===== src/rtl/bc_shared_reg_arb_pkg.sv =====
`default_nettype none
// ============================================================================
//  Module   : bc_shared_reg_arb_pkg
//  Brief    : Shared types and width helpers for the shared-register arbiter.
//  Revision : 1.0  initial release
// ============================================================================
package bc_shared_reg_arb_pkg;

    // Arbiter mode: free round-robin, or a requester holding a burst lock.
    typedef enum logic [0:0] {
        ARB    = 1'b0,
        LOCKED = 1'b1
    } arbState_t;

    // Bits needed to index n requesters (at least one bit).
    function automatic int idxWidth(input int n);
        return (n > 1) ? $clog2(n) : 1;
    endfunction

    // Bits needed to count 0..m inclusive.
    function automatic int cntWidth(input int m);
        return (m > 0) ? $clog2(m + 1) : 1;
    endfunction

endpackage
`default_nettype wire


===== src/rtl/bc_rr_pick.sv =====
`default_nettype none
// ============================================================================
//  Module   : bc_rr_pick
//  Brief    : Combinational round-robin search: first set request bit at or
//             after a start index, wrapping from NUM_REQ-1 back to 0.
//  Revision : 1.0  initial release
// ============================================================================
module bc_rr_pick
    import bc_shared_reg_arb_pkg::*;
#(
    parameter int NUM_REQ = 4,
    parameter int IDXW    = idxWidth(NUM_REQ)
) (
    input  logic [NUM_REQ-1:0] iReq,
    input  logic [IDXW-1:0]    iStart,
    output logic [NUM_REQ-1:0] oOneHot,
    output logic [IDXW-1:0]    oIdx,
    output logic               oFound
);

    logic [2*NUM_REQ-1:0] w_dbl;
    logic [NUM_REQ-1:0]   w_rot;
    logic [IDXW-1:0]      w_ofs;
    logic [IDXW:0]        w_sum;

    // Rotate the request vector so iStart lands on bit 0, then take the lowest set offset.
    always_comb begin
        w_dbl = {iReq, iReq} >> iStart;
        w_rot = w_dbl[NUM_REQ-1:0];
        w_ofs = '0;
        for (int k = NUM_REQ - 1; k >= 0; k--) begin
            if (w_rot[k]) begin
                w_ofs = IDXW'(k);
            end
        end
    end

    // Map the offset back to an absolute index, wrapping past the last requester.
    always_comb begin
        w_sum = {1'b0, iStart} + {1'b0, w_ofs};
        if (w_sum >= (IDXW+1)'(NUM_REQ)) begin
            w_sum = w_sum - (IDXW+1)'(NUM_REQ);
        end
        oFound  = |iReq;
        oIdx    = w_sum[IDXW-1:0];
        oOneHot = oFound ? (NUM_REQ'(1) << oIdx) : '0;
    end

endmodule
`default_nettype wire


===== src/rtl/bc_shared_reg_arb.sv =====
`default_nettype none
// ============================================================================
//  Module   : bc_shared_reg_arb
//  Brief    : Shared register written by NUM_REQ requesters under round-robin
//             arbitration, with capped burst locking (MAX_HOLD writes).
//  Revision : 1.0  initial release
// ============================================================================
module bc_shared_reg_arb
    import bc_shared_reg_arb_pkg::*;
#(
    parameter int               NUM_REQ  = 4,
    parameter int               WIDTH    = 32,
    parameter logic [WIDTH-1:0] INI_DATA = '0,
    parameter int               MAX_HOLD = 4
) (
    input  logic                          clk,
    input  logic                          rst,
    input  logic [NUM_REQ-1:0]            iReq,
    input  logic [NUM_REQ-1:0]            iLock,
    input  logic [NUM_REQ-1:0][WIDTH-1:0] iDat,
    output logic [NUM_REQ-1:0]            oGnt,
    output logic [WIDTH-1:0]              oDat,
    output logic [$clog2(NUM_REQ)-1:0]    oOwner,
    output logic                          oValid
);

    localparam int                c_IDXW     = idxWidth(NUM_REQ);
    localparam int                c_CNTW     = cntWidth(MAX_HOLD);
    localparam logic [c_IDXW-1:0] c_LAST_IDX = c_IDXW'(NUM_REQ - 1);
    localparam logic [c_CNTW:0]   c_MAX_HOLD = (c_CNTW+1)'(MAX_HOLD);
    localparam bit                c_LOCK_EN  = (MAX_HOLD > 1);

    arbState_t           r_state;
    arbState_t           w_stateNxt;
    logic [c_IDXW-1:0]   r_ptr;
    logic [c_IDXW-1:0]   w_ptrNxt;
    logic [c_CNTW-1:0]   r_cnt;
    logic [c_CNTW-1:0]   w_cntNxt;
    logic [c_CNTW:0]     w_cntInc;
    logic [WIDTH-1:0]    r_dat;
    logic [c_IDXW-1:0]   r_owner;
    logic                r_valid;

    logic                w_hold;
    logic [c_IDXW-1:0]   w_start;
    logic [c_IDXW-1:0]   w_ownerInc;
    logic [c_IDXW-1:0]   w_pickInc;
    logic [NUM_REQ-1:0]  w_pickOneHot;
    logic [c_IDXW-1:0]   w_pickIdx;
    logic                w_pickFound;
    logic [NUM_REQ-1:0]  w_gnt;
    logic                w_wr;
    logic [c_IDXW-1:0]   w_wIdx;

    // While LOCKED the last writer is the lock owner, so r_owner doubles as the lock holder.
    assign w_hold     = (r_state == LOCKED) && iReq[r_owner] && iLock[r_owner];
    assign w_ownerInc = (r_owner == c_LAST_IDX) ? '0 : r_owner + c_IDXW'(1);
    assign w_pickInc  = (w_pickIdx == c_LAST_IDX) ? '0 : w_pickIdx + c_IDXW'(1);
    // A released lock searches from just past the owner so the owner is considered last.
    assign w_start    = (r_state == LOCKED) ? w_ownerInc : r_ptr;
    assign w_cntInc   = {1'b0, r_cnt} + (c_CNTW+1)'(1);

    bc_rr_pick #(
        .NUM_REQ (NUM_REQ),
        .IDXW    (c_IDXW)
    ) u_pick (
        .iReq    (iReq),
        .iStart  (w_start),
        .oOneHot (w_pickOneHot),
        .oIdx    (w_pickIdx),
        .oFound  (w_pickFound)
    );

    // Next-state, pointer/counter update and same-cycle grant decode.
    always_comb begin
        w_stateNxt = r_state;
        w_ptrNxt   = r_ptr;
        w_cntNxt   = r_cnt;
        w_gnt      = '0;
        w_wr       = 1'b0;
        w_wIdx     = w_pickIdx;
        if (w_hold) begin
            w_gnt  = NUM_REQ'(1) << r_owner;
            w_wr   = 1'b1;
            w_wIdx = r_owner;
            if (w_cntInc == c_MAX_HOLD) begin
                w_stateNxt = ARB;
                w_ptrNxt   = w_ownerInc;
                w_cntNxt   = '0;
            end else begin
                w_cntNxt   = w_cntInc[c_CNTW-1:0];
            end
        end else if (w_pickFound) begin
            w_gnt = w_pickOneHot;
            w_wr  = 1'b1;
            if (c_LOCK_EN && iLock[w_pickIdx]) begin
                // Pointer stays put during a tenure; it advances when the tenure ends.
                w_stateNxt = LOCKED;
                w_cntNxt   = c_CNTW'(1);
            end else begin
                w_stateNxt = ARB;
                w_ptrNxt   = w_pickInc;
                w_cntNxt   = '0;
            end
        end else if (r_state == LOCKED) begin
            // Owner let go and nobody else wants the register: end the tenure.
            w_stateNxt = ARB;
            w_ptrNxt   = w_ownerInc;
            w_cntNxt   = '0;
        end
        if (!rst) begin
            w_gnt = '0;
            w_wr  = 1'b0;
        end
    end

    // Arbiter state, pointer and tenure counter.
    always_ff @(posedge clk) begin
        if (!rst) begin
            r_state <= ARB;
            r_ptr   <= '0;
            r_cnt   <= '0;
        end else begin
            r_state <= w_stateNxt;
            r_ptr   <= w_ptrNxt;
            r_cnt   <= w_cntNxt;
        end
    end

    // Shared register: captures the granted requester's data on a completed write.
    always_ff @(posedge clk) begin
        if (!rst) begin
            r_dat   <= INI_DATA;
            r_owner <= '0;
            r_valid <= 1'b0;
        end else if (w_wr) begin
            r_dat   <= iDat[w_wIdx];
            r_owner <= w_wIdx;
            r_valid <= 1'b1;
        end
    end

    assign oGnt   = w_gnt;
    assign oDat   = r_dat;
    assign oOwner = r_owner;
    assign oValid = r_valid;

endmodule
`default_nettype wire


===== config.mk =====
export PLATFORM = sky130hd
export DESIGN_NAME = bc_shared_reg_arb
export DESIGN_NICKNAME = d
export VERILOG_FILES = /design/src/rtl/bc_shared_reg_arb_pkg.sv /design/src/rtl/bc_rr_pick.sv /design/src/rtl/bc_shared_reg_arb.sv
export SDC_FILE = /design/constraint.sdc
export NUM_CORES = 1
export LEC_CHECK = 0
export CORE_MARGIN = 2
export CORE_UTILIZATION = 35
export DETAILED_ROUTE_END_ITERATION = 8
export HOLD_SLACK_MARGIN = 0.03
export PLACE_DENSITY = 0.88
export SYNTH_ARGS = -nofsm -noshare
export SYNTH_HDL_FRONTEND = slang
export SYNTH_SLANG_ARGS = --single-unit

===== constraint.sdc =====
create_clock -name clk -period 3.1 [get_ports clk]
set_clock_uncertainty 0.05 [all_clocks]
set_input_delay 0.62 -clock clk [delete_from_list [all_inputs] [get_ports clk]]
set_output_delay 0.62 -clock clk [all_outputs]
set_load 0.02 [all_outputs]

==> flow_metrics.tcl, run 1 <==
set metrics [dict create \
    cts.clk_slew.worst_paths_ps 80 \
    cts-root-buf "clkbuf_8" \
    rrSetupSlack_ps -270 \
    endpoint "oGnt[2]" \
    synth_nets 491 \
    synth_cell_types 47 \
    drv_cap 0 \
    n_antenna_cell 0 \
    violations "negative setup slack" \
    cp_max_fo 5 \
    cp.arrival_ps 2990 \
    htree_levels 2 \
    die_y_um 98.2 \
    core_sq_mm 0.00868 \
    cts.sinks 41 \
    max_freq_mhz 273 \
    critPathLaunchType "register" \
    finalNonFillerCells 672 \
    r2r_cells 17 \
    report.final.setup_viol 41 \
    antenna_found_initial 0 \
    cp-end-kind "output port" \
    final_common_cell "clkdlybuf4s50_1" \
    dr.pass1.iters 5 \
    min_period_over_period_pct 118 \
    syn_inst 345 \
    port_buffers 176 \
    drc 0 \
    initial_core_util_pct 35.8 \
    async_flop_share_pct 0 \
    hold_violations 0 \
    p_per_area_mw_per_mm2 1150 \
    rr_endpoint "r_ptr[1]" \
    drt_wl_total_um 12300 \
    grt_pass1_wl_um 18200 \
    worstReg2RegStart "oOwner[0]" \
    finalCriticalPeriod_ps 3660 \
    synth_top_flop_cell "dfxtp_1" \
    dp_hpwl_um 8720 \
    ys_warn_count 0 \
    utilization_pct 66.4 \
    status "complete, but fails checks" \
    finalMaxSlewViolations 0 \
    drive_above_1_share_pct 27.7 \
    drt_iter0_drc 138 \
    dieArea_sq_mm 0.00965 \
    worst_pin_slew_ps 593 \
    fp-row-count 34 \
    timing.slew.headroom_pct 60.5 \
    worst_slack_ps -565 \
    final_antenna_net_count 0 \
    ys_ff_latch 41 \
    cts_buffers 5 \
    cts_buffer_depth 2 \
    mostFrequentLayoutCells "clkdlybuf4s50_1, nand3_1, buf_4" \
    grt_max_degree 38 \
    crit_type "register to output port" \
    synth_area_sq_mm 0.00311 \
    avgSynthCellArea_sq_um 9.01 \
    fin_nets 710 \
    crit_start "oOwner[0]" \
    clk_latency_ps 290 \
    vias 3800 \
    p_leak_nw 2.25 \
    synth_edf_count 0 \
    gp_congestion 0.939 \
    grtUsageTotal_pct 23.3 \
    wl_per_cell_um 18.4 \
    die_w_um 98.2 \
    peakVddDrop_mv 0.637 \
    grt_overflow_total 0 \
    vias_per_cell 5.65 \
    cts_tree "done" \
    place_inst 647 \
    syn2layout_area_growth_pct 85.4 \
    io_pins 177 \
    grt_pass1_vias 3819 \
    worstPathRequired_ps 2430 \
    seq_area_frac_synth_pct 26.4 \
    rsz0062_at_grt "yes" \
    hold_path.class "register to register" \
]
[power breakdown]
part           total (mW)  leakage, nW  switching [mW]  internal, mW
registers           0.859        0.342           0.114         0.745
clock network       0.367       0.0476           0.190         0.177
logic                5.38         1.86            2.43          2.95
total                6.61         2.25            2.74          3.87
[per-stage QoR]
step	hold WS [ps]	TNS (ps)	total power [mW]	setup WS (ps)	instance area [sq um]
finish	438	-7990	6.61	-565	5760
global route	466	-13110	6.97	-674	5760
CTS	439	-2070	5.86	-575	5520
detailed placement	420	-17090	5.34	-1090	5350
global placement	407	-14260	5.19	-994	5350
floorplan	431	-721	3.77	-259	3160
[worst min-delay path by stage]
stage / startpoint / end / slack (ps) / depth (start not counted)
finish: oDat[15] / oDat[15] / 440 / 2
global route: oDat[22] / oDat[22] / 470 / 2
CTS: oDat[7] / oDat[7] / 440 / 2
detailed placement: oDat[7] / oDat[7] / 420 / 2
global placement: oValid / oValid / 410 / 2
floorplan: r_cnt[2] / r_cnt[2] / 430 / 2
[sequential cells by signal (all words and copies together), names as in the netlist]
name and flops:
r_state 1, oValid 1, oDat 32, r_ptr 2, oOwner 2, r_cnt 3
[cell families after synthesis]
logic type	synth area share (%)
mux	24.8
compound gates	21.7
buf+inv	6.81
simple gates	17.0
flops	26.4
fa+ha+maj	3.22
[metal layers]
metal | track usage, % | vias up | part of all wire [%]
met5 | 0 | - | 0
met4 | 6.95 | 0 | 1.9
met3 | 5.37 | 26 | 7.7
met2 | 44.8 | 191 | 54
met1 | 25.1 | 1813 | 36
li1 | - | 1770 | -
[critical path: stages (launching register included)]
cell and delay (ps):
dfxtp_4 360, inv_4 40, ha_4 240, mux2i_4 210, nand2b_4 180, nand2_2 60, a21oi_2 130, o31a_1 130
ha_2 170, inv_2 50, or3_1 300, o32a_1 200, o211ai_4 150, buf_6 150, nand3_4 70, a21oi_4 150
buf_6 120
[what timing repair did]
action / 4_1_cts / 5_1_grt
resized for setup: 37 / 12
hold endpoints to repair: 0 / 0
hold buffers: 0 / 0
pin swaps: 7 / 7
endpoints found under the setup margin: 38 / 41
setup buffers: 5 / 4
gates cloned: 0 / 9
[cells in the mapped netlist (4+ instances only)]
master | n | area [sq um]
o21ai_0 | 4 | 20.0
a21oi_1 | 11 | 55.1
ha_1 | 8 | 100
mux2_2 | 32 | 360
o311ai_1 | 23 | 201
buf_4 | 4 | 30.0
nand2_1 | 9 | 33.8
nand3_1 | 67 | 335
dfxtp_1 | 41 | 821
buf_2 | 7 | 35.0
inv_1 | 10 | 37.5
mux2i_1 | 35 | 350
o311ai_2 | 11 | 179
clkbuf_1 | 21 | 78.8
nor2_1 | 14 | 52.6
[final cells by class]
type / instances / area (sq um)
fill: 697 / 2920
timing repair buffer: 245 / 2430
multi-input combinational: 259 / 2230
sequential: 41 / 828
tap: 108 / 135
clock buffer: 6 / 82.6
inverter: 12 / 50.0
clock inverter: 1 / 6.26
No activity file was read; power rests on OpenSTA's default activity.
==> run 2, diff against run 1 <==
Settings changed: RECOVER_POWER from default to 100.
==> run 2 against run 1 <==
Effect of this change: worst hold slack worse by 8.0 ps; critical path type unchanged; the flow still finishes with violations (negative setup slack); total power down 1.7%; fmax up 0.18%; first-iteration DRC count down 13%; sequential cell count unchanged; die area unchanged; utilization down 0.13 points; register-to-register slack better by 30 ps; sequential share of layout area about the same.
==> flow_metrics.tcl, run 2 (synthesized netlist as in run 1, its figures left out) <==
set metrics [dict create \
    finalCriticalPeriod_ps 3660 \
    hp-start "oValid" \
    worst_pin_slew_ps 593 \
    worstReg2RegStart "oOwner[0]" \
    critPathLaunchType "register" \
    grt_overflow_total 0 \
    cp.arrival_ps 2990 \
    power.total_mw 6.50 \
    crit_start "oOwner[0]" \
    initial_core_util_pct 35.8 \
    worst_path_max_delay_cell "dfxtp_4" \
    drc 0 \
    worstPathRequired_ps 2430 \
    hold_path.class "register to register" \
    cp-end-kind "output port" \
    cts_tree "done" \
    gp_congestion 0.939 \
    die_y_um 98.2 \
    drive_above_1_share_pct 27.7 \
    rsz0062_at_grt "yes" \
    critical_path_buf_inv_count 4 \
    core_sq_mm 0.00868 \
    dieArea_sq_mm 0.00965 \
    crit_type "register to output port" \
    p_per_area_mw_per_mm2 1130 \
    p_int_mw 3.77 \
    place_inst 647 \
    p_clk_share_pct 5.7 \
    status "complete, but fails checks" \
    die_w_um 98.2 \
    grt_max_degree 38 \
    syn2layout_area_growth_pct 85.0 \
    violations "negative setup slack" \
    hold_violations 0 \
    clk_latency_ps 290 \
    cts.clk_slew.worst_paths_ps 80 \
    grt_pass1_wl_um 18200 \
    finalMaxSlewViolations 0 \
    vias_per_cell 5.65 \
    grt_pass1_vias 3819 \
    antenna_found_initial 0 \
    vias 3800 \
    cts-root-buf "clkbuf_8" \
    largest_register_ffs 32 \
    dr.pass1.iters 5 \
    htree_levels 2 \
    cts_buffers 5 \
    fp-row-count 34 \
    mostFrequentLayoutCells "clkdlybuf4s50_1, nand3_1, buf_4" \
    n_antenna_cell 0 \
    cpMostUsedCell "buf_6" \
    cp_top_family "compound AO/OA/AOI/OAI gates" \
    cts.sinks 41 \
    dp_hpwl_um 8720 \
    p_leak_nw 2.32 \
    cp_max_fo 5 \
    p_switching_mw 2.73 \
    cts_buffer_depth 2 \
    finalNonFillerCells 672 \
    p_comb_share_pct 81.2 \
    pwr-share-seq_pct 13.1 \
    final_antenna_net_count 0 \
    cp_cell_sequence "inv_4 > ha_4 > mux2i_4 > nand2b_4 > nand2_2 > a21oi_2 > o31a_1 > ha_2 > inv_2 > or3_1 > o32a_1 > o211ai_4 > buf_6 > nand3_4 > a21oi_4 > buf_6" \
    swShare_pct 42.0 \
    fin_nets 710 \
    final_common_cell "clkdlybuf4s50_1" \
    drt_iter0_drc 120 \
    slowest_delay_ps 360 \
    min_period_over_period_pct 118 \
    grtUsageTotal_pct 23.3 \
    peakVddDrop_mv 0.536 \
    wl_per_cell_um 18.4 \
    drt_wl_total_um 12400 \
    drv_cap 0 \
    report.final.setup_viol 41 \
    io_pins 177 \
    worst_slack_ps -558 \
    port_buffers 176 \
    max_freq_mhz 273 \
    timing.slew.headroom_pct 60.5 \
]
==> run 2: cell count changes in the layout (fill, tap and decap cells not counted) <==
cell | before | now
clkbuf_2 | 0 | 1
dlygate4sd3_1 | 0 | 35
clkdlybuf4s50_1 | 169 | 134
buf_12 | 4 | 3
buf_4 | 55 | 54
buf_6 | 9 | 10
==> run 2: final timing paths <==
| check | end | depth (start not counted) | slack (ps) |
|---|---|---|---|
| max | oGnt[2] | 16 | -560 |
| min | oValid | 2 | 430 |
| max reg2reg | r_ptr[1] | 17 | -240 |
| min reg2reg | oValid | 2 | 430 |
==> run 2: layer usage <==
layer / GRT usage [%] / part of all wire [%] / vias up
met5: 0 / 0 / -
met4: 6.95 / 1.9 / 0
met3: 5.37 / 7.2 / 24
met2: 44.8 / 54 / 179
met1: 25.1 / 37 / 1821
li1: - / - / 1776
==> run 2: worst register-to-register path: cells and delay by family, from the launching register on <==
kind / cells / cell delay, ps
AND/OR/NAND/NOR: 3 / 540
flip-flops: 1 / 360
AO/OA/AOI/OAI: 6 / 990
multiplexers: 2 / 490
adder cells (fa/ha/maj): 2 / 410
buffers and inverters: 4 / 400
==> run 2: timing repair <==
item                                   in CTS  in global routing
endpoints found under the hold margin       0                  0
gates resized for setup                    37                 12
gates cloned                                0                  9
hold buffers                                0                  0
pin swaps                                   7                  7
setup buffers                               5                  4
setup endpoints to repair                  38                 41
==> run 2: power groups by stage <==
stage | Clock (mW) | Combinational (mW) | Sequential (mW)
finish | 0.368 | 5.28 | 0.852
detailed placement | 0 | 4.47 | 0.864
CTS | 0.383 | 4.62 | 0.856
floorplan | 0 | 2.70 | 1.08
global placement | 0 | 4.34 | 0.853
global route | 0.395 | 5.60 | 0.874
==> run 2: final cells by class <==
cell class	count	area (sq um)
sequential	41	828
clock buffer	6	82.6
fill	697	2930
timing repair buffer	245	2420
inverter	12	50.0
clock inverter	1	6.26
multi-input combinational	259	2230
tap	108	135
==> run 2: per-stage QoR <==
step | setup TNS (ps) | hold slack, ps | utilization [%] | worst slack [ps] | cell area, sq um
after floorplan | -721 | 431 | - | -259 | 3160
after global placement | -14260 | 407 | 61.6 | -994 | 5350
after detailed placement | -17090 | 420 | 61.6 | -1090 | 5350
final | -7860 | 430 | 66.2 | -558 | 5750
after global routing | -14250 | 459 | 66.2 | -674 | 5750
after CTS | -2070 | 439 | 63.6 | -575 | 5520
==> run 3, diff against run 2 <==
Settings changed: CORE_MARGIN 2 to 4, CTS_CLUSTER_DIAMETER from default to 200.
==> run 3 against run 2 <==
Effect of this change: the flow still finishes with violations (negative setup slack); total power increased by 25%; sequential power barely moved; worst hold slack worse by 9.4 ps; register-to-register slack worse by 50 ps; first-iteration DRC count rose by 3.3%; final cell count increased by 0.89%; clock power up 15%; utilization rose by 9.3 points; sequential share of layout area down 1.8 points; die area rose by 8.3%; sequential cell count is the same.
==> flow_metrics.tcl, run 3 (synthesized netlist as in run 1, its figures left out) <==
set metrics [dict create \
    status "complete, but fails checks" \
    violations "negative setup slack" \
    worstPathRequired_ps 2430 \
    clk_latency_ps 280 \
    cp_max_fo 7 \
    drt_iter0_drc 124 \
    fp-row-count 34 \
    max_freq_mhz 267 \
    cp-end-kind "output port" \
    finalSetupTns_ps -10750 \
    dp_hpwl_um 8920 \
    worst_slack_ps -642 \
    initial_core_util_pct 35.8 \
    finalNonFillerCells 678 \
    cts.clk_slew.worst_paths_ps 80 \
    whs_path_depth 2 \
    place_inst 648 \
    cts_buffers 5 \
    place_ws_ps -1070 \
    cp.arrival_ps 3070 \
    port_buffers 176 \
    die_y_um 102 \
    report.final.setup_viol 41 \
    cts_buffer_depth 2 \
    gp_congestion 0.954 \
    grtUsageTotal_pct 24.1 \
    dr.pass1.iters 6 \
    rsz0062_at_grt "yes" \
    grt_pass1_wl_um 19800 \
    ctsHoldBuffers 0 \
    final_antenna_net_count 0 \
    n_antenna_cell 0 \
    syn2layout_area_growth_pct 111 \
    p_leak_nw 2.56 \
    mostFrequentLayoutCells "clkdlybuf4s50_1, buf_4, dfxtp_1" \
    drive_above_1_share_pct 38.9 \
    min_period_over_period_pct 121 \
    final_common_cell "clkdlybuf4s50_1" \
    timing.slew.headroom_pct 52.1 \
    io_pins 177 \
    drc 0 \
    wl_per_cell_um 19.6 \
    r2r_cells 20 \
    core_sq_mm 0.00868 \
    dieArea_sq_mm 0.0104 \
    antenna_found_initial 0 \
    finalCriticalPeriod_ps 3740 \
    fin_nets 715 \
    peakVddDrop_mv 1.05 \
    die_w_um 102 \
    grt_overflow_total 0 \
    cts-root-buf "clkbuf_8" \
    vias_per_cell 5.62 \
    critPathLaunchType "register" \
    hold_violations 0 \
    crit_type "register to output port" \
    cts.sinks 41 \
    htree_levels 2 \
    vias 3810 \
    hold_path.class "register to register" \
    finalMaxSlewViolations 0 \
    p_per_area_mw_per_mm2 1240 \
    grt_pass1_vias 4158 \
    grt_max_degree 38 \
    cts_tree "done" \
    largest_register_ffs 32 \
    drt_wl_total_um 13300 \
    worst_pin_slew_ps 718 \
    drv_cap 0 \
]
## run 3: final timing paths
| path | start | endpoint | slack [ps] |
|---|---|---|---|
| max | oOwner[0] | oGnt[1] | -640 |
| min | oValid | oValid | 420 |
| max reg2reg | oOwner[0] | oDat[30] | -290 |
| min reg2reg | oValid | oValid | 420 |
## run 3: stage by stage
| stage | power (mW) | util (%) | hold WS [ps] | cell area (sq um) |
|---|---|---|---|---|
| 2_1_floorplan | 3.77 | - | 431 | 3160 |
| 3_3_place_gp | 5.24 | 61.7 | 410 | 5350 |
| 3_5_place_dp | 5.36 | 61.7 | 415 | 5350 |
| 4_1_cts | 7.94 | 72.5 | 434 | 6290 |
| 5_1_grt | 8.54 | 75.6 | 461 | 6560 |
| 6_report | 8.14 | 75.6 | 421 | 6560 |
## run 3: where the power goes
group | internal, mW | total, mW | switching, mW
Sequential | 0.745 | 0.850 | 0.105
Clock | 0.231 | 0.423 | 0.193
Combinational | 3.68 | 6.87 | 3.19
## run 3: routing by layer
metal  global-route usage, %  up-vias  wire, um
met5                       0        -         0
met4                    7.77        0       224
met3                    5.60       25       874
met2                    46.3      161      7210
met1                    25.7     1832      5010
li1                        -     1792         -
## run 3: layout make-up
class / instances / area, sq um
timing repair buffer: 251 / 2580
fill: 578 / 2120
tap: 108 / 135
multi-input combinational: 258 / 2850
inverter: 12 / 47.5
sequential: 41 / 828
clock buffer: 8 / 111
## run 3: repair_timing
action / 4_1_cts / 5_1_grt
gates resized for setup: 102 / 69
setup endpoints to repair: 40 / 41
cloned: 9 / 0
setup buffers: 19 / 4
pin swaps: 42 / 29
## run 3: worst max-delay path: stages (launching register included)
cell      delay (ps)
dfxtp_4          360
inv_4             40
ha_4             240
mux2i_4          240
nand2b_4         200
nand2_2           50
a21oi_2          110
o31a_1           150
ha_2             180
inv_2             50
or3_1            300
o32a_1           210
o211ai_4         130
buf_12           150
o41ai_4           80
and2_4           170
buf_6            120
